[src/rtl/serial_adder_pkg.sv]
// Shared state encoding for the bit-serial adder.
// The enum values are pinned to the ST_* codes so that waveforms and other tools agree on them.
package serial_adder_pkg;

   localparam logic [1:0] ST_IDLE  = 2'd0;
   localparam logic [1:0] ST_SHIFT = 2'd1;
   localparam logic [1:0] ST_DONE  = 2'd2;

   typedef enum logic [1:0] {
      S_IDLE  = ST_IDLE,
      S_SHIFT = ST_SHIFT,
      S_DONE  = ST_DONE
   } adderState_e;

endpackage

[src/rtl/serial_adder_full_adder_bit.sv]
// Single full-adder bit cell. The serial adder uses it on the operand LSBs.
module full_adder_bit (
   input  logic a,
   input  logic b,
   input  logic cin,
   output logic sum,
   output logic cout
);

   assign sum  = a ^ b ^ cin;
   assign cout = (a & b) | (cin & (a ^ b));

endmodule

[src/rtl/serial_adder.sv]
// Bit-serial WIDTH-bit adder. It processes one bit per clock, LSB first, through one full-adder cell.
// sum and carry change only as a complete word when the addition finishes.
module serial_adder
   import serial_adder_pkg::*;
#(
   parameter int WIDTH = 8
) (
   input  logic             clk,
   input  logic             rst,
   input  logic             start,
   input  logic [WIDTH-1:0] a_in,
   input  logic [WIDTH-1:0] b_in,
   input  logic             cin,
   output logic             busy,
   output logic             done,
   output logic [WIDTH-1:0] sum,
   output logic             carry
);

   localparam int             CW   = $clog2(WIDTH);
   localparam logic [CW-1:0] LAST = CW'(WIDTH - 1);

   adderState_e      state_q, state_d;
   logic [WIDTH-1:0] aReg_q, aReg_d;
   logic [WIDTH-1:0] bReg_q, bReg_d;
   logic [WIDTH-1:0] resReg_q, resReg_d;
   logic [WIDTH-1:0] sum_q, sum_d;
   logic             carry_q, carry_d;
   logic             carryFf_q, carryFf_d;
   logic [CW-1:0]    count_q, count_d;
   logic             faSum, faCout;

   full_adder_bit u_fa (
      .a    (aReg_q[0]),
      .b    (bReg_q[0]),
      .cin  (carryFf_q),
      .sum  (faSum),
      .cout (faCout)
   );

   always_comb begin
      state_d   = state_q;
      aReg_d    = aReg_q;
      bReg_d    = bReg_q;
      resReg_d  = resReg_q;
      sum_d     = sum_q;
      carry_d   = carry_q;
      carryFf_d = carryFf_q;
      count_d   = count_q;
      case (state_q)
         S_IDLE, S_DONE: begin
            state_d = S_IDLE;
            if (start) begin
               state_d   = S_SHIFT;
               aReg_d    = a_in;
               bReg_d    = b_in;
               carryFf_d = cin;
               count_d   = '0;
            end
         end
         S_SHIFT: begin
            aReg_d    = aReg_q >> 1;
            bReg_d    = bReg_q >> 1;
            carryFf_d = faCout;
            resReg_d  = {faSum, resReg_q[WIDTH-1:1]};
            // The last bit is merged straight into the published word so that sum never shows partial results.
            if (count_q == LAST) begin
               state_d = S_DONE;
               sum_d   = {faSum, resReg_q[WIDTH-1:1]};
               carry_d = faCout;
            end else begin
               count_d = count_q + 1'b1;
            end
         end
         default: state_d = S_IDLE;
      endcase
   end

   always_ff @(posedge clk) begin
      if (rst) begin
         state_q   <= S_IDLE;
         aReg_q    <= '0;
         bReg_q    <= '0;
         resReg_q  <= '0;
         sum_q     <= '0;
         carry_q   <= 1'b0;
         carryFf_q <= 1'b0;
         count_q   <= '0;
      end else begin
         state_q   <= state_d;
         aReg_q    <= aReg_d;
         bReg_q    <= bReg_d;
         resReg_q  <= resReg_d;
         sum_q     <= sum_d;
         carry_q   <= carry_d;
         carryFf_q <= carryFf_d;
         count_q   <= count_d;
      end
   end

   assign busy  = (state_q == S_SHIFT);
   assign done  = (state_q == S_DONE);
   assign sum   = sum_q;
   assign carry = carry_q;

endmodule
[config.mk]
export PLATFORM = sky130hd
export DESIGN_NAME = serial_adder
export DESIGN_NICKNAME = d
export VERILOG_FILES = /design/src/rtl/serial_adder_pkg.sv /design/src/rtl/serial_adder_full_adder_bit.sv /design/src/rtl/serial_adder.sv
export SDC_FILE = /design/constraint.sdc
export NUM_CORES = 1
export LEC_CHECK = 0
export ABC_AREA = 1
export CAP_MARGIN = 5
export CORE_AREA = 10 10 71 73
export DETAILED_ROUTE_END_ITERATION = 8
export DIE_AREA = 0 0 81 83
export PLACE_DENSITY_LB_ADDON = 0.08
export SYNTH_ARGS = -nofsm -noshare
export SYNTH_HDL_FRONTEND = slang
export SYNTH_SLANG_ARGS = --single-unit
[constraint.sdc]
create_clock -name clk -period 1.6 [get_ports clk]
set_input_delay 0.16 -clock clk [delete_from_list [all_inputs] [get_ports clk]]
set_output_delay 0.16 -clock clk [all_outputs]
set_load 0.05 [all_outputs]
==> results of run 1 <==
-- placed cells by master, fill, tap and decap left out, types with 5 or more instances in the layout --
master,n
inv_1,24
nor2_1,40
nand2_1,21
nor3_1,15
o21ai_0,13
clkbuf_8,5
nand3_2,9
a21oi_1,8
clkdlybuf4s50_1,19
nand3_1,26
buf_4,15
dfxtp_1,38
-- Yosys cell counts, drive strengths merged --
cell     n
a21oi    8
fa       1
nand3b   3
o21ai   16
inv     25
nor2    41
ha       2
dfxtp   38
buf     10
nand2   25
clkbuf   2
nand3   35
nor3    15
-- layout make-up --
cell class / instances / area (µm²) / area share (%)
multi-input cells: 146 / 762.0 / 35.39
flip-flops and latches: 38 / 760.7 / 35.33
repair buffers: 37 / 362.8 / 16.85
inverters: 25 / 93.84 / 4.358
clock buffers: 5 / 68.82 / 3.196
well taps: 48 / 60.06 / 2.789
clock inverters: 3 / 45.04 / 2.092
-- cell families (layout without fill, tap and decap cells) --
family          after synthesis  in the layout
compound gates               24             24
flops                        38             38
buf+inv                      37             70
simple gates                119            119
fa+ha+maj                     3              3
-- worst reg2reg max path, stage by stage, from the launching register on --
cell and delay (ps):
dfxtp_1 340, ha_1 140, ha_1 200, inv_1 70
buf_4 150, nor2_8 150, nand2_2 110, o21ai_1 120
-- routing by layer --
layer  GRT usage (%)  vias up
li1                -      772
met1           12.89      651
met2           16.21       33
met3           4.957        8
met4           3.286        0
met5               0        -
-- power by group through the flow --
stage | Clock (mW) | Sequential, mW | Combinational [mW]
finish | 0.821 | 1.04 | 0.360
floorplan | 0 | 1.06 | 0.277
global placement | 0 | 1.06 | 0.361
detailed placement | 0 | 1.06 | 0.360
CTS | 0.840 | 1.04 | 0.364
global route | 0.872 | 1.05 | 0.407
-- worst max-delay path by stage --
stage,end,slack [ps],depth (start not counted)
5_1_grt,busy,30,3
2_1_floorplan,count_q[0]$_SDFFE_PP0P_,300,6
3_5_place_dp,carryFf_q$_SDFFE_PP0P_,220,4
6_report,busy,140,3
3_3_place_gp,carryFf_q$_SDFFE_PP0P_,230,4
4_1_cts,busy,110,3
-- metrics by stage --
stage / total power [mW] / area (µm²) / worst slack, ps
global placement: 1.422 / 2039 / 230.2
floorplan: 1.332 / 1743 / 296.0
detailed placement: 1.423 / 2039 / 217.4
global route: 2.327 / 2153 / 28.69
CTS: 2.244 / 2153 / 107.2
finish: 2.220 / 2153 / 144.6
-- state kept, by name, indices dropped and copies added (netlist names) --
name and cells:
aReg_q 8, bReg_q 8, state_q 2, count_q 3
carry 1, resReg_q 7, sum 8, carryFf_q 1
==> impl_results.md, run 1 <==
* Outcome: finished, final reports clean
* Final worst path period share at around nine tenths
* Top delay family on crit path: buffers and inverters
* Synth Area per Inst at 7.887 µm²
* Row cnt at 22
* Antenna fix cells at 0
* Post-route ant nets at 0
* Area contributors post-synth: dfxtp_1, nor2_1, nand3_1
* Post-synthesis compound-gate area fraction at under 10%
* Yosys top cell by area: dfxtp_1
* Top-area cell type share of the netlist area at between 40% and 50%
* Final #Nets at between 200 and 300
* Total routed wirelength at about 3500 µm
* Max-cap violation count at 0
* Endpoint class of the critical path: output pin
* Hold path cells at 3
* Hold WS at 431.3 ps
* Setup slack, reg-to-reg at about 270 ps
* Die ar. at between 6000 and 7000 µm²
* Worst EP required at ~1400 ps
* Worst Tran Pin Value at roughly 430 ps
* Fin. Hold Viols at 0
* Vias in the first global route at between 1,000 and 1,500
* Post-Synth XOR/XNOR Area at 0%
* Worst path slowest cell: dfxtp_1
* Reg2reg start: count_q[1]$_SDFFE_PP0P_
* First-pass GRT wire length at between 5000 and 6000 µm
* DR iter-0 viols at 89
* Hold WC Path Type: in2reg
* Synth Register Bits at 38
* Psw at ~0.6 mW
* Gr usage total at between 10% and 20%
* Post-CTS setup repair buffer count at 0
* Post-Place Cells at ~290
* Largest net degree at the start of global routing at 38
* Unrepaired setup endpoints after global routing: false
* CTS tree: yes
* Crit path buffers/inverters at 2
* Fillers at roughly 360
* Cell Int Power at around 1.6 mW
* Die Height at around 83 µm
* CTS max path bufs at 2
* Post-Route Setup TNS at 0 ps
* Switch share at between 20% and 30%
* CTS Hold Bufs at 0
* Starting density of the core at between 40 and 50%
* Worst EP arrival at around 1300 ps
* Top sig layer: met4
* Cell chain of the critical path: nand2_2 -> inv_2 -> buf_12
* Post-synthesis mux area share at 0%
* Fraction of layout cells with a size suffix above 1 at 16.14%
* Clock share of power at 37.0%
* Wl on met1 at 1718 µm
* Max IR drop VDD at roughly 730 µV
* Die width at 81 µm
* Post-CTS sizing at 0
* Hold Crit Start: a_in[7]
* Clock transition at the registers of the reported paths at around 70 ps
* Post-synthesis adder-cell area fraction at 2.584%
* Max H-tree Level at 2
* Met3 routed WL at approximately 220 µm
* Met2 WL post-DR at approximately 1500 µm
* Ys Warns at 0
* LEAKAGE at a little under 1 nW
* Synthesized area at approximately 1700 µm²
* Synth cell types at 22
* Root Buffer: clkbuf_8
* Port bufs at 30
* Core ar. at around 3600 µm²
* Worst r2r path cells at 7
* Via/cell ratio at around 4.8
* Gpl congestion at roughly 0.73
* Hold Path End: aReg_q[7]$_SDFFE_PP0P_
* Worst Setup SP: state_q[0]$_SDFFE_PP0P_
* CP Launch Type: flop
* CP Max Fanout at 14
* Setup CP Type: reg2out
* # clock sinks at 38
* Layout area overhead at 23.55%
* Relative slew slack at 71.61%
* CTS buffer count at 5
* Largest family of logic cells by synthesized area: simple AND/OR/NAND/NOR gates
* Wirelength per Cell at roughly 12 µm
* Worst R2R End: carry$_SDFFE_PP0P_
* Post-synthesis sequential area ratio at roughly 44%
* Synth Area in Simple Gates at 34.24%
* First-pass detailed-route iteration total at 4
* Combinational power share at between 10% and 20%
* Initial antenna violation count at 0
* Slew Viols, Final at 0
* Vias after detailed routing at around 1,500
* Maximum clock frequency at between 600 and 700 MHz
* Skew-Pair Late Insertion Delay at roughly 290 ps
* DRC at 0
* Post-DP HPWL at about 2400 µm
* Min Clock Period, post-route at 1455 ps
* Delay of the slowest critical-path stage at approximately 400 ps
* Final setup vio count at 0
* Pwr dens at approximately 1000 nW/µm²
* Final Util at about 59%
* Global route total overflow at 0
* Cells after Synth at 221
* Seq pwr share at a little under half
* Final non-filler cell total at 302
* I/O Pins at 31
* Syn nets at 244
* Skew final at 8.133 ps
No activity file was read; power rests on OpenSTA's default activity.
==> run 2: changes to the inputs <==
Settings changed: MAX_ROUTING_LAYER set to met4, PLACE_DENSITY set to 0.74, PLACE_DENSITY_LB_ADDON 0.08 to not set.
==> impl_results.md, run 2 (synthesis gave the netlist of run 1 again) <==
* Antenna fix cells at 0
* Maximum clock frequency at roughly 690 MHz
* Unrepaired setup endpoints after global routing: false
* Final non-filler cell total at 301
* Final #Nets at between 200 and 300
* Outcome: finished, final reports clean
* Setup CP Type: reg2out
* Skew final at between 3 and 4 ps
* Pwr dens at between 1000 and 1500 nW/µm²
* Endpoint class of the critical path: output pin
* DRC at 0
* Post-Route Setup TNS at 0 ps
* Fillers at roughly 360
* Largest net degree at the start of global routing at 38
* Max H-tree Level at 2
* Min Clock Period, post-route at roughly 1500 ps
* Initial antenna violation count at 0
* I/O Pins at 31
* First-pass GRT wire length at 6044 µm
* Max IR drop VDD at roughly 530 µV
* CTS Hold Bufs at 0
* Fin. Hold Viols at 0
* Hold WS at 465.5 ps
* Skew-Pair Late Insertion Delay at ~290 ps
* Die Height at 83 µm
* CTS max path bufs at 2
* Top sig layer: met4
* CTS tree: yes
* Starting density of the core at 47.97%
* Gr usage total at around 11%
* Overall power at 2.166 mW
* Final worst path period share at 91.07%
* Wl on met1 at 1755 µm
* DR iter-0 viols at roughly 110
* Met3 routed WL at between 150 and 200 µm
* Met2 WL post-DR at around 1600 µm
* Root Buffer: clkbuf_8
* Global route total overflow at 0
* CP Launch Type: flop
* Wirelength per Cell at between 10 and 15 µm
* Hold WC Path Type: reg2reg
* Final Util at between 50% and 60%
* Delay of the slowest critical-path stage at about 420 ps
* Post-route ant nets at 0
* Fraction of layout cells with a size suffix above 1 at between 10% and 20%
* Port bufs at 30
* Clock transition at the registers of the reported paths at roughly 70 ps
* Max-cap violation count at 0
* First-pass detailed-route iteration total at 4
* CTS buffer count at 5
* Row cnt at 22
* Worst EP arrival at about 1300 ps
* Commonest non-fill, non-tap cell in the layout: nor2_1
* Relative slew slack at between 70% and 80%
* Worst Tran Pin Value at about 420 ps
* Gpl congestion at a little under 0.8
* CP Max Fanout at 13
* Post-DP HPWL at 2479 µm
* Vias in the first global route at between 1,000 and 1,500
* Worst path slowest cell: dfxtp_1
* Layout area overhead at 22.76%
* Via/cell ratio at between 4 and 5
* Commonest cells after routing, fill and taps aside: nor2_1, dfxtp_1, nand3_1
* Cell chain of the critical path: nand2_4 -> inv_6 -> buf_4 -> buf_12
* Core ar. at about 3600 µm²
* Total routed wirelength at 3555 µm
* Post-Place Cells at 293
* Final setup vio count at 0
* Die ar. at around 6700 µm²
* Die width at ~81 µm
* LEAKAGE at between 0.9 and 1 nW
* Worst EP required at about 1400 ps
* # clock sinks at 38
* Vias after detailed routing at approximately 1,400
* Slew Viols, Final at 0
## run 2: where the power goes
part	leakage [nW]	total, mW	internal (mW)	switching, mW
Combinational	0.601	0.358	0.158	0.200
Sequential	0.312	1.04	1.01	0.0300
Clock	0.0575	0.766	0.435	0.331
Total	0.970	2.17	1.61	0.561
## run 2: critical path, delay by kind of cell (launching register included)
| family | cells | cell delay, ps |
|---|---|---|
| buf+inv | 3 | 440 |
| flops | 1 | 420 |
| simple gates | 1 | 140 |
## run 2: routing by layer
metal,up-vias,global-route usage (%)
met1,626,13.46
met5,-,-
li1,772,-
met3,6,3.556
met4,0,5.164
met2,24,16.71
## run 2: worst paths after layout
| path | start | to | slack (ps) | depth (start not counted) |
|---|---|---|---|---|
| worst max register to register | count_q[0]$_SDFFE_PP0P_ | count_q[0]$_SDFFE_PP0P_ | 190 | 6 |
| worst max-delay path | state_q[0]$_SDFFE_PP0P_ | busy | 140 | 4 |
| worst min register to register | resReg_q[4]$_SDFFE_PP0N_ | resReg_q[4]$_SDFFE_PP0N_ | 470 | 2 |
| worst min-delay path | resReg_q[4]$_SDFFE_PP0N_ | resReg_q[4]$_SDFFE_PP0N_ | 470 | 2 |
## run 2: stage by stage
stage          instance area, µm²  setup WS (ps)
2_1_floorplan                1743          296.0
3_3_place_gp                 2019          199.9
3_5_place_dp                 2019          186.0
4_1_cts                      2132          54.18
5_1_grt                      2140          54.58
6_report                     2140          142.9
## run 2: final cells by class
type                       count  area, µm²  share of cell area, %
clock buffer                   8      110.1                  5.146
inverter                      25      98.84                  4.620
multi-input combinational    146      767.0                  35.85
sequential                    38      760.7                  35.56
tap                           48      60.06                  2.807
timing repair buffer          36      342.8                  16.02
## run 2: what timing repair did
| item | 4_1_cts | 5_1_grt |
|---|---|---|
| setup endpoints to repair | 1 | 1 |
| pin swaps | 0 | 0 |
| gates resized for setup | 1 | 2 |
| gates cloned | 0 | 0 |
| setup buffers | 0 | 0 |
==> run 3: changes to the inputs <==
Settings changed: GPL_ROUTABILITY_DRIVEN set to 1, RECOVER_POWER set to 100.
==> impl_results.md, run 3 (synthesis gave the netlist of run 1 again) <==
* Outcome: finished, final reports clean
* CTS tree: yes
* Final Util at a little under three fifths
* Min Clock Period, post-route at 1472 ps
* Post-DP HPWL at 2479 µm
* Max IR drop VDD at 537.3 µV
* Post-Route Setup TNS at 0 ps
* First-pass detailed-route iteration total at 4
* Clock transition at the registers of the reported paths at around 70 ps
* Final worst path period share at 92.00%
* Post-CTS setup repair buffer count at 0
* # clock sinks at 38
* Skew-Pair Late Insertion Delay at between 200 and 300 ps
* Via/cell ratio at around 4.8
* Max-cap violation count at 0
* Fraction of layout cells with a size suffix above 1 at 9.091%
* Max H-tree Level at 2
* Seq pwr share at 48.5%
* Pwr dens at 1051 nW/µm²
* Final setup vio count at 0
* Commonest non-fill, non-tap cell in the layout: nor2_1
* First-pass GRT wire length at between 6000 and 7000 µm
* Skew final at roughly 4.1 ps
* Gr usage total at about 11%
* Die ar. at 6723 µm²
* Row cnt at 22
* Worst EP required at between 1000 and 1500 ps
* Slew Viols, Final at 0
* CP Max Fanout at 13
* Die width at ~80 µm
* Root Buffer: clkbuf_8
* Largest net degree at the start of global routing at 38
* Commonest cells after routing, fill and taps aside: nor2_1, dfxtp_1, nand3_1
* Cell Int Power at 1.598 mW
* Final #Nets at ~280
* CTS Hold Bufs at 0
* Fillers at 374
* Wirelength per Cell at 11.95 µm
* Gpl congestion at just under 0.8
* Final non-filler cell total at ~300
* Switch share at between 20 and 30%
* I/O Pins at 31
* Combinational power share at approximately 16%
* DRC at 0
* Die Height at just over 80 µm
* Relative slew slack at between 50% and 60%
* Reg area at between 700 and 800 µm²
* DR iter-0 viols at 103
* Starting density of the core at roughly 48%
* Overall power at between 2 and 2.5 mW
* Maximum clock frequency at between 600 and 700 MHz
* Post-Place Cells at around 290
* Area occupied by multi-input gates at roughly 700 µm²
* Fin. Hold Viols at 0
* Clock share of power at a little over a third
* Hold WC Path Type: reg2reg
* Worst EP arrival at approximately 1300 ps
* Endpoint class of the critical path: output pin
* Setup CP Type: reg2out
* CTS max path bufs at 2
* CP Launch Type: flop
* Post-route ant nets at 0
* Hold WS at between 400 and 500 ps
* Global route total overflow at 0
* Worst Tran Pin Value at between 600 and 700 ps
* Antenna fix cells at 0
* Vias in the first global route at 1,346
* CTS buffer count at 5
* Port bufs at 30
* LEAKAGE at around 0.89 nW
* Unrepaired setup endpoints after global routing: false
* Vias after detailed routing at around 1,400
* Psw at 0.5516 mW
* Core ar. at around 3600 µm²
* Total routed wirelength at around 3600 µm
* Initial antenna violation count at 0
* Layout area overhead at 17.30%
[run 3: cell count changes in the layout (fill, tap and decap cells not counted), moves of 2 or more]
cell | before | now
buf_4 | 15 | 4
clkbuf_2 | 0 | 2
nand3_2 | 9 | 1
clkbuf_1 | 0 | 9
nand3_1 | 26 | 34
[run 3: final timing paths]
check / slack [ps] / depth (start not counted) / end / startpoint
worst max-delay path: 130 / 4 / busy / state_q[0]$_SDFFE_PP0P_
worst min-delay path: 460 / 2 / resReg_q[4]$_SDFFE_PP0N_ / resReg_q[4]$_SDFFE_PP0N_
worst max register to register: 180 / 5 / sum[3]$_SDFFE_PP0P_ / state_q[0]$_SDFFE_PP0P_
worst min register to register: 460 / 2 / resReg_q[4]$_SDFFE_PP0N_ / resReg_q[4]$_SDFFE_PP0N_
[run 3: final cells by class]
| class | instances | area share (%) |
|---|---|---|
| Clock buffer | 8 | 5.386 |
| Inverter | 25 | 4.712 |
| Multi-Input combinational cell | 146 | 34.88 |
| Sequential cell | 38 | 37.21 |
| Tap cell | 48 | 2.938 |
| Timing Repair Buffer | 36 | 14.87 |
[run 3: worst max-delay path, stage by stage (launching register included)]
cell and delay (ps):
dfxtp_1 420, nand2_4 130, inv_4 150, buf_4 180
buf_12 140
[run 3: per-stage QoR]
step | instance area, µm² | setup slack, ps
detailed placement | 2019 | 186.0
CTS | 2132 | 54.18
floorplan | 1743 | 296.0
finish | 2044 | 127.9
global route | 2044 | 39.56
global placement | 2019 | 199.9
[run 3: power groups by stage]
stage                     combinational, mW  sequential [mW]  clock, mW
after floorplan                       0.277             1.06          0
after global placement                0.352             1.06          0
after detailed placement              0.354             1.06          0
after CTS                             0.360             1.04      0.781
after global routing                  0.387             1.05      0.815
final                                 0.339             1.04      0.768
[run 3: layer usage]
metal	wire, µm	track usage [%]	vias up
met2	1576	16.71	28
met3	162	3.556	6
li1	-	-	773
met1	1786	13.46	631
met5	0	-	-
met4	72	5.164	0
[run 3: repair_timing]
action / 4_1_cts / 5_1_grt
hold endpoints to repair: 0 / 0
resized for setup: 1 / 2
gates cloned: 0 / 0
endpoints found under the setup margin: 1 / 1
